[config.mk]
export PLATFORM = sky130hd
export DESIGN_NAME = fir_channel_scheduler
export DESIGN_NICKNAME = d
export VERILOG_FILES = /design/src/rtl/fir_channel_scheduler.sv
export SDC_FILE = /design/constraint.sdc
export NUM_CORES = 1
export LEC_CHECK = 0
export BUFFER_PORTS_ARGS = -buffer_cell sky130_fd_sc_hd__buf_2
export CORE_MARGIN = 10
export CORE_UTILIZATION = 40
export CTS_CLUSTER_SIZE = 25
export DETAILED_ROUTE_END_ITERATION = 12
export PLACE_DENSITY = 0.79
export SLEW_MARGIN = 20
export SYNTH_ARGS = -nofsm -noshare
export SYNTH_HDL_FRONTEND = slang
export SYNTH_SLANG_ARGS = --single-unit
export TNS_END_PERCENT = 5
[constraint.sdc]
create_clock -name i_clk -period 1.9 [get_ports i_clk]
set_input_delay 0.19 -clock i_clk [delete_from_list [all_inputs] [get_ports i_clk]]
set_output_delay 0.19 -clock i_clk [all_outputs]
set_load 0.02 [all_outputs]
[src/rtl/fir_channel_scheduler.sv]
// Round-robin scheduler sharing one FIR engine among NUM_CH requesters.
// Results come back tagged with the channel index; a watchdog resets a stalled engine.
module fir_channel_scheduler #(
    parameter int DATA_WIDTH = 24,
    parameter int NUM_CH     = 4,
    parameter int TIMEOUT    = 1024,
    localparam int CH_W      = (NUM_CH > 2) ? $clog2(NUM_CH) : 1
) (
    input  logic                         i_clk,
    input  logic                         i_rst,
    input  logic [NUM_CH-1:0]            iv_ch_valid,
    input  logic [NUM_CH*DATA_WIDTH-1:0] iv_ch_data,
    output logic [NUM_CH-1:0]            ov_ch_ready,
    output logic [DATA_WIDTH-1:0]        ov_eng_din,
    output logic                         o_eng_din_valid,
    input  logic                         i_eng_din_ack,
    input  logic [DATA_WIDTH-1:0]        iv_eng_dout,
    input  logic                         i_eng_dout_valid,
    output logic                         o_eng_dout_ack,
    output logic                         o_eng_rst,
    output logic [DATA_WIDTH-1:0]        ov_dout,
    output logic [CH_W-1:0]              ov_dout_ch,
    output logic                         o_dout_valid,
    input  logic                         i_dout_ready,
    output logic                         o_busy,
    output logic                         o_timeout
);

    localparam int WD_W = $clog2(TIMEOUT);

    typedef enum logic [2:0] {
        IDLE,
        GRANT,
        SEND,
        WAIT,
        OUT
    } state_t;

    state_t                state, state_n;
    logic [CH_W-1:0]       idx, idx_n;
    logic [CH_W-1:0]       last_grant, last_grant_n;
    logic [WD_W-1:0]       wd_cnt, wd_cnt_n;
    logic                  wd_hit;
    logic [DATA_WIDTH-1:0] din_n, dout_n;
    logic [CH_W-1:0]       dout_ch_n;
    logic                  timeout_n, eng_rst_n, dout_ack_n;
    logic                  pick_found;
    logic [CH_W-1:0]       pick;

    function automatic logic [CH_W-1:0] wrap(input int v);
        return CH_W'(v % NUM_CH);
    endfunction

    // Scan downwards so the channel right after last_grant wins.
    always_comb begin
        pick_found = 1'b0;
        pick       = '0;
        for (int i = NUM_CH; i >= 1; i--) begin
            if (iv_ch_valid[wrap(int'(last_grant) + i)]) begin
                pick_found = 1'b1;
                pick       = wrap(int'(last_grant) + i);
            end
        end
    end

    always_comb begin
        state_n      = state;
        idx_n        = idx;
        last_grant_n = last_grant;
        wd_cnt_n     = wd_cnt;
        din_n        = ov_eng_din;
        dout_n       = ov_dout;
        dout_ch_n    = ov_dout_ch;
        timeout_n    = o_timeout;
        eng_rst_n    = 1'b0;
        dout_ack_n   = 1'b0;
        wd_hit       = (wd_cnt == WD_W'(TIMEOUT - 1));
        unique case (state)
            IDLE: begin
                if (pick_found) begin
                    idx_n        = pick;
                    last_grant_n = pick;
                    din_n        = iv_ch_data[int'(pick)*DATA_WIDTH +: DATA_WIDTH];
                    state_n      = GRANT;
                end
            end
            GRANT: state_n = SEND;
            SEND: begin
                if (i_eng_din_ack) begin
                    state_n = WAIT;
                end else if (wd_hit) begin
                    state_n   = IDLE;
                    eng_rst_n = 1'b1;
                    timeout_n = 1'b1;
                end
            end
            WAIT: begin
                if (i_eng_dout_valid) begin
                    dout_n     = iv_eng_dout;
                    dout_ch_n  = idx;
                    dout_ack_n = 1'b1;
                    state_n    = OUT;
                end else if (wd_hit) begin
                    state_n   = IDLE;
                    eng_rst_n = 1'b1;
                    timeout_n = 1'b1;
                end
            end
            OUT: begin
                if (i_dout_ready) begin
                    state_n = IDLE;
                end
            end
            default: state_n = IDLE;
        endcase
        if (state_n != state) begin
            wd_cnt_n = '0;
        end else if (state == SEND || state == WAIT) begin
            wd_cnt_n = wd_cnt + 1'b1;
        end
    end

    always_ff @(posedge i_clk) begin
        if (i_rst) begin
            state           <= IDLE;
            idx             <= '0;
            last_grant      <= CH_W'(NUM_CH - 1);
            wd_cnt          <= '0;
            ov_ch_ready     <= '0;
            ov_eng_din      <= '0;
            o_eng_din_valid <= 1'b0;
            o_eng_dout_ack  <= 1'b0;
            o_eng_rst       <= 1'b0;
            ov_dout         <= '0;
            ov_dout_ch      <= '0;
            o_dout_valid    <= 1'b0;
            o_busy          <= 1'b0;
            o_timeout       <= 1'b0;
        end else begin
            state           <= state_n;
            idx             <= idx_n;
            last_grant      <= last_grant_n;
            wd_cnt          <= wd_cnt_n;
            ov_ch_ready     <= (state_n == GRANT) ? (NUM_CH'(1) << idx_n) : '0;
            ov_eng_din      <= din_n;
            o_eng_din_valid <= (state_n == SEND);
            o_eng_dout_ack  <= dout_ack_n;
            o_eng_rst       <= eng_rst_n;
            ov_dout         <= dout_n;
            ov_dout_ch      <= dout_ch_n;
            o_dout_valid    <= (state_n == OUT);
            o_busy          <= (state_n != IDLE);
            o_timeout       <= timeout_n;
        end
    end

endmodule
# [After elaboration in Yosys (flattened, before gate mapping)]
# Cells that the tools add are included.
# Widths: inputs -> output; s select.
[classes] n_addsub=5 multipliers=1 magnitude_cmp=4 n_eq_ne=11 shifts=2 n_mux=33 bitwise=2 reduce_logical=10
[ops] op="$shiftx 96x8->24" count=1
[ops] op="$mux 1" count=15
[ops] op="$mux 3" count=5
[ops] op="$pmux 3 s5" count=1
[ops] op="$lt 2x3->1 const B" count=4
[ops] op="$mux 2" count=6
[ops] op="$add 10x1->10 const B" count=1
[ops] op="$eq 10x10->1 const B" count=1
[ops] op="$eq 3x2->1 const B" count=3
[ops] op="$bmux 1 s2" count=4
[ops] op="$eq 3x1->1 const B" count=2
[ops] op="$eq 3x3->1 const B" count=2
[ops] op="$reduce_or 2->1" count=3
[ops] op="$add 2x1->2 const B" count=2
[ops] op="$add 2x2->2 const B" count=2
[ops] op="$mul 2x2->4 const B" count=1
[ops] op="$ne 2x2->1 const B" count=2
[ops] op="$pmux 1 s2" count=2
[ops] op="$reduce_and 2->1" count=2
[ops] op="$shl 1x2->4 const A" count=1
[ops] op="$logic_not 3->1" count=1
[ops] op="$ne 3x3->1" count=1
[ops] op="$reduce_and 3->1" count=1
[ops] op="$reduce_bool 3->1" count=1
[ops] op="3 further kinds" count=4
[totals] reg_bits=77 inputBits=129 elab_cells=82

# [Depth between registers and ports, before layout]
# Gate-level depths: netlist (run 1).
[depth] ltp_word=12 ltp_mapped=8

# [Worst setup path after synthesis (run 1)]
# Ideal clock, no wire load.
[synth_path] path_type="reg2reg" from="register last_grant[1]" to="register ov_eng_din[22]" arrival_ns=1.561 t_required_ns=1.821 slack_ns=0.260 stages_incl_launch_ff=7 cell_sequence="dfxtp_1 -> mux2i_1 -> o221ai_2 -> or3_1 -> buf_6 -> buf_6 -> o221ai_2"
[synth_via] elab_chain_len=9 elab_cells_between_ends=23 classes_between="4 x add/sub; 1 x mul; 1 x shift; 16 x mux; 1 x reduce/logical"
[synth_rtl] element="start: declaration" line_no="41" source="logic [CH_W-1:0] last_grant, last_grant_n;"
[synth_rtl] element="start signal: assignment" line_no="127" source="last_grant <= CH_W'(NUM_CH - 1);"
[synth_rtl] element="start signal: assignment" line_no="142" source="last_grant <= last_grant_n;"
[synth_rtl] element="$add 2x1->2" line_no="59, 61"
[synth_rtl] element="$bmux 1 s2" line_no="59" source="if (iv_ch_valid[wrap(int'(last_grant) + i)]) begin"
[synth_rtl] element="$mux 1 (implied by the code)" line_no="59"
[synth_rtl] element="$mux 2 (4 in series)" line_no="59"
[synth_rtl] element="$mul 2x2->4" line_no="83" source="din_n = iv_ch_data[int'(pick)*DATA_WIDTH +: DATA_WIDTH];"
[synth_rtl] element="$shiftx 96x8->24" line_no="83"
[synth_rtl] element="end signal: assignment" line_no="145" source="ov_eng_din <= din_n;"
[synth_rtl] element="end: declaration" line_no="14" source="output logic [DATA_WIDTH-1:0] ov_eng_din,"
# Parallel ways exist; a longest one is shown, timed or not. The select of a mux whose other input is x is not followed.
# A chain may end at the register's enable or synchronous reset.

# [Worst setup path in the final report (run 1)]
[layout_path] from="register last_grant[1]" to="register ov_eng_din[10]"
# The elaborated chain is that of the path after synthesis.

==> impl_metrics.toml, run 1 <==
[cts]
clk_latency_ns = 0.34
htree_levels = 3
cts.sinks = 77
cts_tree = "done"
cts_buffer_depth = 2
clockRootBuffer = "clkbuf_8"
cts_buffers = 9
clk_pin_slew_ns = 0.08

[floorplanning]
die_x_um = 114
start_util = 0.408
die_area_um2 = 13000
die_y_um = 114
io_pins = 189
fp-row-count = 34
core_area_um2 = 8680

[worst_setup_path]
crit_type = "flip-flop to flip-flop"
worstPathMaxFanout = 25
cp.required_ns = 2.15
arrival_ns = 2.04
startpoint_type = "flip-flop"
worst_setup_path_end_kind = "flip-flop"

[power_and_ir_drop]
power.total_w = 0.00518
p_per_area_nw_per_um2 = 1050
ir_drop_uv = 515
leakage_nw = 2.27

[placement]
io_buffers = 188
place_congestion = 0.860
place_ws_ns = 0.0949
hpwl_um = 9060
dpl_cell_area_um2 = 4660

[yosys]
yosysTopAreaCell = "dfxtp_1"
syn_inst = 377
ys_warn_count = 0
synth_fa_ha_area_frac = 0.00354
synth_xor_area_frac = 0.0223
yosys_register_bits = 77
yosys-top-cells-count = "nand2_1, dfxtp_1, mux2i_1, a21oi_1, nor2_1"
synth_compound_area_frac = 0.181
synth_edf_count = 0
synth_top_area_share = 0.436
mappedNetlistArea_um2 = 3540
synth_mux_area_frac = 0.141
synthSimpleGateAreaFrac = 0.173
synth_top_family_by_area = "compound AO/OA/AOI/OAI gates"
synth_ff_type = "dfxtp_1"
ys_top_cells_by_area = "dfxtp_1, mux2i_1, nand2_1"
ys_seq_area_frac = 0.436
syn_nets = 507
yosysMostFrequentCell = "nand2_1"
async_flop_share = 0
synth_cell_types = 40
syn_avg_cell_area_um2 = 9.38

[hold_path]
worstHoldPathType = "input pin to flip-flop"

[detailed_routing]
drtIter0Drc = 121
post-route-drc-count = 0
wl_um = 11300
vias = 3422
drtPass1Iterations = 4
ant_nets = 0
post_drt_wl_per_cell_um = 16.6
avgViaCountPerCell = 5.05

[timing]
tns_ns = 0
finClkSkew_ns = 0.0103
final_hold_viol_count = 0
slew_viol_final = 0
tightest_slew_ns = 0.920
finalCriticalPeriod_ns = 1.79
setup_ws_ns = 0.106
max_slew_margin = 0.386
clock.fmax_mhz = 558
rsz0062_at_grt = "no"
hold_ws_ns = 0.0779
post-route-period-util = 0.944
setup_viol = 0

[layout]
regArea_um2 = 1540
final_area_um2 = 4910
area_growth_pct = 38.8
antennaDiodeCount = 0
fin_nets = 695
drive_above_1_share = 0.435
multi_input_area_um2 = 1880
nFillCells = 781

[grt]
track_usage = 0.164
grt_pass1_wl_um = 17500
grt_pass1_vias = 3502
overflow = 0
grt_max_degree = 28
antenna_found_initial = 0

[outcome]
run_status = "completed"

[run]
cap_violations = 0
==> layout by cell type, fill, tap and decap left out, types with 3 or more instances in the layout <==
master / count
a21oi_1: 31
and3_1: 3
and4_1: 3
buf_12: 4
buf_2: 188
buf_4: 12
bufinv_16: 3
clkbuf_8: 9
dfxtp_1: 77
mux2i_1: 50
nand2_1: 84
nand2b_1: 4
nand3_1: 3
nand4_1: 3
nor2_1: 27
o221ai_1: 5
o221ai_2: 20
xor2_1: 7
==> cell families (layout without fill, tap and decap cells) <==
kind of cell,Yosys count,after routing
AND/OR/NAND/NOR,140,140
flip-flops,77,77
AO/OA/AOI/OAI,71,71
multiplexers,50,50
buffers and inverters,29,222
XOR/XNOR,9,9
adder cells (fa/ha/maj),1,1
==> sequential cells by signal (all words and copies together), names as in the netlist <==
register	count
state	3
o_busy	1
o_eng_rst	1
idx	2
last_grant	2
o_eng_din_valid	1
ov_dout_ch	2
ov_eng_din	24
o_dout_valid	1
ov_dout	24
o_timeout	1
o_eng_dout_ack	1
ov_ch_ready	4
wd_cnt	10
==> final cells by class <==
| class | instances | share of cell area |
|---|---|---|
| clock buffer | 10 | 0.0260 |
| timing repair buffer | 204 | 0.226 |
| clock inverter | 6 | 0.0227 |
| inverter | 2 | 0.00153 |
| tap | 108 | 0.0275 |
| multi-input combinational | 271 | 0.382 |
| sequential | 77 | 0.314 |
==> worst paths after layout <==
check | from | to | slack (ns) | depth (start not counted)
setup reg to reg | last_grant[1] | ov_eng_din[10] | 0.11 | 5
setup / recovery | last_grant[1] | ov_eng_din[10] | 0.11 | 5
hold / removal | iv_eng_dout[19] | ov_dout[19] | 0.08 | 3
hold reg to reg | ov_dout[10] | ov_dout[10] | 0.45 | 2
==> power by group <==
| group | total [W] | internal, W | switching [W] | leakage, nW |
|---|---|---|---|---|
| combinational | 0.00175 | 0.000761 | 0.000990 | 1.52 |
| clock | 0.00147 | 0.000873 | 0.000599 | 0.116 |
| sequential | 0.00195 | 0.00183 | 0.000122 | 0.628 |
==> layer usage <==
metal	GRT usage	routed length, um	vias up
met5	0	0	-
met1	0.178	4460	1566
met4	0.0485	121	0
li1	-	-	1703
met3	0.0756	1280	11
met2	0.279	5410	142
==> repair_timing <==
| action | in CTS | in global routing |
|---|---|---|
| setup endpoints to repair | 0 | 11 |
| endpoints found under the hold margin | 0 | 0 |
| buffers inserted | 0 | 0 |
| hold buffers | 0 | 0 |
| resized for setup | 0 | 2 |
==> metrics by stage <==
| step | instances | utilization |
|---|---|---|
| global placement | 662 | 0.537 |
| floorplan | 377 | - |
| finish | 678 | 0.566 |
| global route | 678 | 0.566 |
| CTS | 678 | 0.564 |
| detailed placement | 662 | 0.537 |
==> worst max-delay path, stage by stage (launching register included) <==
cell and delay (ns):
dfxtp_1 0.45, mux2i_1 0.25, o221ai_2 0.16, or3_1 0.41
buf_12 0.20, o221ai_1 0.23
(Power assumes the default switching activity.)
==> run 2: changes to the inputs <==
--- a/config.mk
+++ b/config.mk
@@ -6,7 +6,7 @@
 export NUM_CORES = 1
 export LEC_CHECK = 0
 export BUFFER_PORTS_ARGS = -buffer_cell sky130_fd_sc_hd__buf_2
-export CORE_MARGIN = 10
+export CORE_MARGIN = 2
 export CORE_UTILIZATION = 40
 export CTS_CLUSTER_SIZE = 25
 export DETAILED_ROUTE_END_ITERATION = 12
==> run 2 against run 1 <==
- cell count increased by 0.44%
- power is 3.8% lower
- die area decreased by 26%
- global-route usage increased by 3.7 points
- clock-buffer cell count shrank 1
- worst setup slack gained 0.013 ns
- flip-flop and latch count unchanged
- sequential share of layout area grew 0.15 points
- utilization barely moved
- first-iteration DRC count decreased by 7.4%
- largest cell class unchanged
- highest routed layer unchanged
==> impl_metrics.toml, run 2 (synthesis results as in run 1) <==
[outcome]
run_status = "completed"

[detailed_routing]
wl_um = 9640
vias = 3434
post-route-drc-count = 0
drtPass1Iterations = 4
avgViaCountPerCell = 5.04
drtIter0Drc = 112
post_drt_wl_per_cell_um = 14.2
ant_nets = 0

[power_and_ir_drop]
leakage_nw = 2.25
p_per_area_nw_per_um2 = 1020
ir_drop_uv = 551

[cts]
clockRootBuffer = "clkbuf_8"
clk_pin_slew_ns = 0.09
cts_tree = "done"
clk_latency_ns = 0.35
cts_buffer_depth = 2
holdBufCountCts = 0
cts_resized = 0
htree_levels = 3
cts_buffers = 9
cts.sinks = 77

[worst_setup_path]
cp.required_ns = 2.16
cp_cell_sequence = "mux2i_1 > o221ai_2 > or3_1 > buf_12 > o221ai_1"
slowest_delay_ns = 0.47
arrival_ns = 2.04
r2r-start = "last_grant[1]"
worstPathMaxFanout = 25
crit_cells = 5
path_delay_family = "flip-flops"
startpoint_type = "flip-flop"
reg2reg_to = "ov_eng_din[8]"
crit_end = "ov_eng_din[8]"
crit_buf_inv = 1
r2r_slack_ns = 0.12
worst_setup_path_end_kind = "flip-flop"
slowest_stage = "dfxtp_1"
r2r_cells = 5
crit_type = "flip-flop to flip-flop"
crit_start = "last_grant[1]"

[timing]
post-route-period-util = 0.937
finClkSkew_ns = 0.0117
final_hold_viol_count = 0
tightest_slew_ns = 0.920
hold_ws_ns = 0.0705
slew_viol_final = 0
clock.fmax_mhz = 562
tns_ns = 0
setup_viol = 0
max_slew_margin = 0.386
rsz0062_at_grt = "no"
finalCriticalPeriod_ns = 1.78

[layout]
final_cell_mix = "buf_2, nand2_1, dfxtp_1"
drive_above_1_share = 0.436
regArea_um2 = 1540
nFillCells = 773
top_regs = "ov_dout: 24 flops, ov_eng_din: 24 flops, wd_cnt: 10 flops"
fin_nets = 696
multi_input_area_um2 = 1860
mostFrequentLayoutCell = "buf_2"
area_growth_pct = 38.1

[placement]
place_congestion = 0.860
io_buffers = 188
hpwl_um = 7390

[grt]
grt_pass1_vias = 3405
overflow = 0
grt_max_degree = 40
grt_pass1_wl_um = 16000
track_usage = 0.201
antenna_found_initial = 2

[floorplanning]
start_util = 0.410
core_area_um2 = 8640
die_x_um = 98.0
die_y_um = 98.0
die_area_um2 = 9610
fp-row-count = 34
io_pins = 189

[hold_path]
min_from = "iv_eng_dout[5]"
worstHoldPathType = "input pin to flip-flop"

[run]
cap_violations = 0
run 2: cell count changes in the layout (fill, tap and decap cells not counted), sizes merged:
cell / previous run / this run
inv: 2 / 5
bufinv: 3 / 1
diode: 0 / 2
buf: 204 / 205
clkbuf: 10 / 9
clkinv: 2 / 1
clkinvlp: 1 / 2
run 2: what timing repair did:
action | 4_1_cts | 5_1_grt
buffers inserted | 0 | 1
hold endpoints to repair | 0 | 0
setup endpoints to repair | 0 | 9
run 2: layout make-up:
class / instances / area share
clock buffer: 9 / 0.0254
inverter: 2 / 0.00154
sequential: 77 / 0.315
multi-input combinational: 271 / 0.381
clock inverter: 7 / 0.0164
timing repair buffer: 205 / 0.231
antenna: 2 / 0.00102
tap: 108 / 0.0277
run 2: how the worst min path moves through the flow:
| stage | to | slack [ns] | depth (start not counted) |
|---|---|---|---|
| floorplan | ov_dout[0] | 0.33 | 2 |
| global placement | ov_dout[14] | 0.43 | 3 |
| detailed placement | ov_dout[6] | 0.44 | 3 |
| CTS | ov_dout[13] | 0.05 | 3 |
| global route | ov_dout[7] | 0.07 | 3 |
| finish | ov_dout[5] | 0.07 | 3 |
run 2: worst reg2reg max path: cells and delay by family, from the launching register on:
family                 cells  cell delay [ns]
and+or+nand+nor            1             0.41
AOI/OAI and AO/OA          2             0.38
muxes                      1             0.26
buffers and inverters      1             0.20
DFF                        1             0.47
run 2: report_power, final:
group | leakage, nW | internal, W | switching, W
registers | 0.628 | 0.00183 | 0.000121
clock network | 0.0969 | 0.000623 | 0.000656
logic | 1.53 | 0.000769 | 0.000980
total | 2.25 | 0.00322 | 0.00176
run 2: through the flow:
| step | setup WS (ns) | power, W | area [um2] | instances | util |
|---|---|---|---|---|---|
| final | 0.120 | 0.00498 | 4890 | 681 | 0.566 |
| after global routing | 0.0179 | 0.00525 | 4880 | 680 | 0.565 |
| after CTS | 0.0528 | 0.00503 | 4870 | 678 | 0.564 |
| after detailed placement | 0.0375 | 0.00374 | 4670 | 662 | 0.541 |
| after global placement | 0.124 | 0.00369 | 4670 | 662 | 0.541 |
| after floorplan | 0.260 | 0.00313 | 3540 | 377 | - |
run 2: metal layers:
metal | routed length, um | GRT usage
met2 | 4850 | 0.361
met5 | 0 | 0
met1 | 3750 | 0.228
met3 | 816 | 0.0523
met4 | 229 | 0.0748
==> run 3: changes to the inputs <==
--- a/config.mk
+++ b/config.mk
@@ -11,6 +11,7 @@
 export CTS_CLUSTER_SIZE = 25
 export DETAILED_ROUTE_END_ITERATION = 12
 export PLACE_DENSITY = 0.79
+export RECOVER_POWER = 25
 export SLEW_MARGIN = 20
 export SYNTH_ARGS = -nofsm -noshare
 export SYNTH_HDL_FRONTEND = slang
==> run 3 against run 2 <==
- global-route usage is the same
- non-clock buffer count is the same
- worst setup slack gained 0.0045 ns
- maximum frequency grew 0.26%
- worst hold slack gained 0.00083 ns
- utilization shrank 0.49 points
- final area shrank 0.87%
- power shrank 0.46%
- first-iteration DRC count shrank 1.8%
- die area is the same
- routed wire length grew 0.12%
- critical path depth grew 2
- critical path type unchanged
- highest routed layer unchanged
==> impl_metrics.toml, run 3 (synthesis results as in run 1) <==
[outcome]
run_status = "completed"

[power_and_ir_drop]
p_per_area_nw_per_um2 = 1020
ir_drop_uv = 547
power.total_w = 0.00496
leakage_nw = 2.11

[cts]
htree_levels = 3
cts.sinks = 77
cts_tree = "done"
cts_buffer_depth = 2
holdBufCountCts = 0
cts_resized = 0
clockRootBuffer = "clkbuf_8"
clk_latency_ns = 0.34
cts_buffers = 9
clk_pin_slew_ns = 0.09

[floorplanning]
start_util = 0.410
die_area_um2 = 9610
die_y_um = 98.0
io_pins = 189
fp-row-count = 34
core_area_um2 = 8640
die_x_um = 98.0

[timing]
setup_viol = 0
tightest_slew_ns = 0.910
post-route-period-util = 0.935
setup_ws_ns = 0.124
max_slew_margin = 0.393
finClkSkew_ns = 0.0111
rsz0062_at_grt = "no"
clock.fmax_mhz = 563
final_hold_viol_count = 0
finalCriticalPeriod_ns = 1.78
tns_ns = 0
slew_viol_final = 0

[worst_setup_path]
startpoint_type = "flip-flop"
arrival_ns = 2.01
r2r_slack_ns = 0.12
cp.required_ns = 2.14
slowest_delay_ns = 0.36
r2r_cells = 7
slowest_stage = "nor3_1"
cp_cell_sequence = "nor3_1 > a21boi_2 > buf_4 > a311oi_1 > o221ai_2 > buf_4 > nor2_1"
crit_end = "wd_cnt[5]"
reg2reg_to = "wd_cnt[5]"
worst_setup_path_end_kind = "flip-flop"
crit_start = "state[2]"
crit_type = "flip-flop to flip-flop"
worstPathMaxFanout = 10
cp_common_cell = "buf_4"
r2r-start = "state[2]"

[layout]
area_growth_pct = 36.9
nFillCells = 789
drive_above_1_share = 0.377
final_cell_mix = "buf_2, nand2_1, dfxtp_1"
fin_nets = 696
final_area_um2 = 4840
multi_input_area_um2 = 1860
regArea_um2 = 1540
mostFrequentLayoutCell = "buf_2"
top_regs = "ov_dout: 24 flops, ov_eng_din: 24 flops, wd_cnt: 10 flops"

[placement]
io_buffers = 188
hpwl_um = 7390
place_ws_ns = 0.0375
dpl_cell_area_um2 = 4670
place_congestion = 0.860

[detailed_routing]
post-route-drc-count = 0
ant_nets = 0
drtIter0Drc = 110
avgViaCountPerCell = 5.07
drtPass1Iterations = 4
vias = 3452
post_drt_wl_per_cell_um = 14.2
wl_um = 9660

[grt]
antenna_found_initial = 2
overflow = 0
grt_pass1_wl_um = 16000
grt_max_degree = 40
grt_pass1_vias = 3405
track_usage = 0.201

[run]
cap_violations = 0

[hold_path]
worstHoldPathType = "input pin to flip-flop"
==> run 3: cell count changes in the layout (fill, tap and decap cells not counted), sizes merged <==
cell    change
buf        -34
clkbuf     +34
==> run 3: area by class of cell <==
class / count / share of cell area
Inverter: 2 / 0.00155
Timing Repair Buffer: 205 / 0.225
Sequential cell: 77 / 0.318
Clock buffer: 9 / 0.0256
Tap cell: 108 / 0.0279
Clock inverter: 7 / 0.0165
Multi-Input combinational cell: 271 / 0.384
Antenna cell: 2 / 0.00103
==> run 3: worst max-delay path, delay by kind of cell (launching register included) <==
kind                   cells  cell delay, ns
AO/OA/AOI/OAI              3            0.57
AND/OR/NAND/NOR            2            0.42
buffers and inverters      2            0.36
flip-flops                 1            0.32
==> run 3: repair_timing <==
action	4_1_cts	5_1_grt
setup endpoints to repair	0	9
hold endpoints to repair	0	0
setup buffers	0	1
==> run 3: per-stage QoR <==
step	util	instances	hold slack, ns
floorplan	-	377	0.326
global placement	0.541	662	0.429
detailed placement	0.541	662	0.439
CTS	0.564	678	0.0542
global route	0.561	680	0.0656
finish	0.561	681	0.0713
==> run 3: worst min path at each step <==
stage | start | to | slack [ns] | depth (start not counted)
floorplan | iv_eng_dout[0] | ov_dout[0] | 0.33 | 2
global placement | iv_eng_dout[14] | ov_dout[14] | 0.43 | 3
detailed placement | iv_eng_dout[6] | ov_dout[6] | 0.44 | 3
CTS | iv_eng_dout[13] | ov_dout[13] | 0.05 | 3
global route | iv_eng_dout[7] | ov_dout[7] | 0.07 | 3
finish | iv_eng_dout[5] | ov_dout[5] | 0.07 | 3
==> run 3: power by group <==
group | internal [W] | leakage, nW | switching, W
clock network | 0.000623 | 0.0969 | 0.000659
registers | 0.00183 | 0.628 | 0.000125
logic | 0.000739 | 1.39 | 0.000981
==> run 3: per-layer routing <==
| layer | vias up | share of wire | track usage |
|---|---|---|---|
| met1 | 1567 | 0.39 | 0.228 |
| met2 | 154 | 0.51 | 0.361 |
| li1 | 1716 | - | - |
| met3 | 15 | 0.085 | 0.0523 |
| met5 | - | 0 | 0 |
| met4 | 0 | 0.020 | 0.0748 |
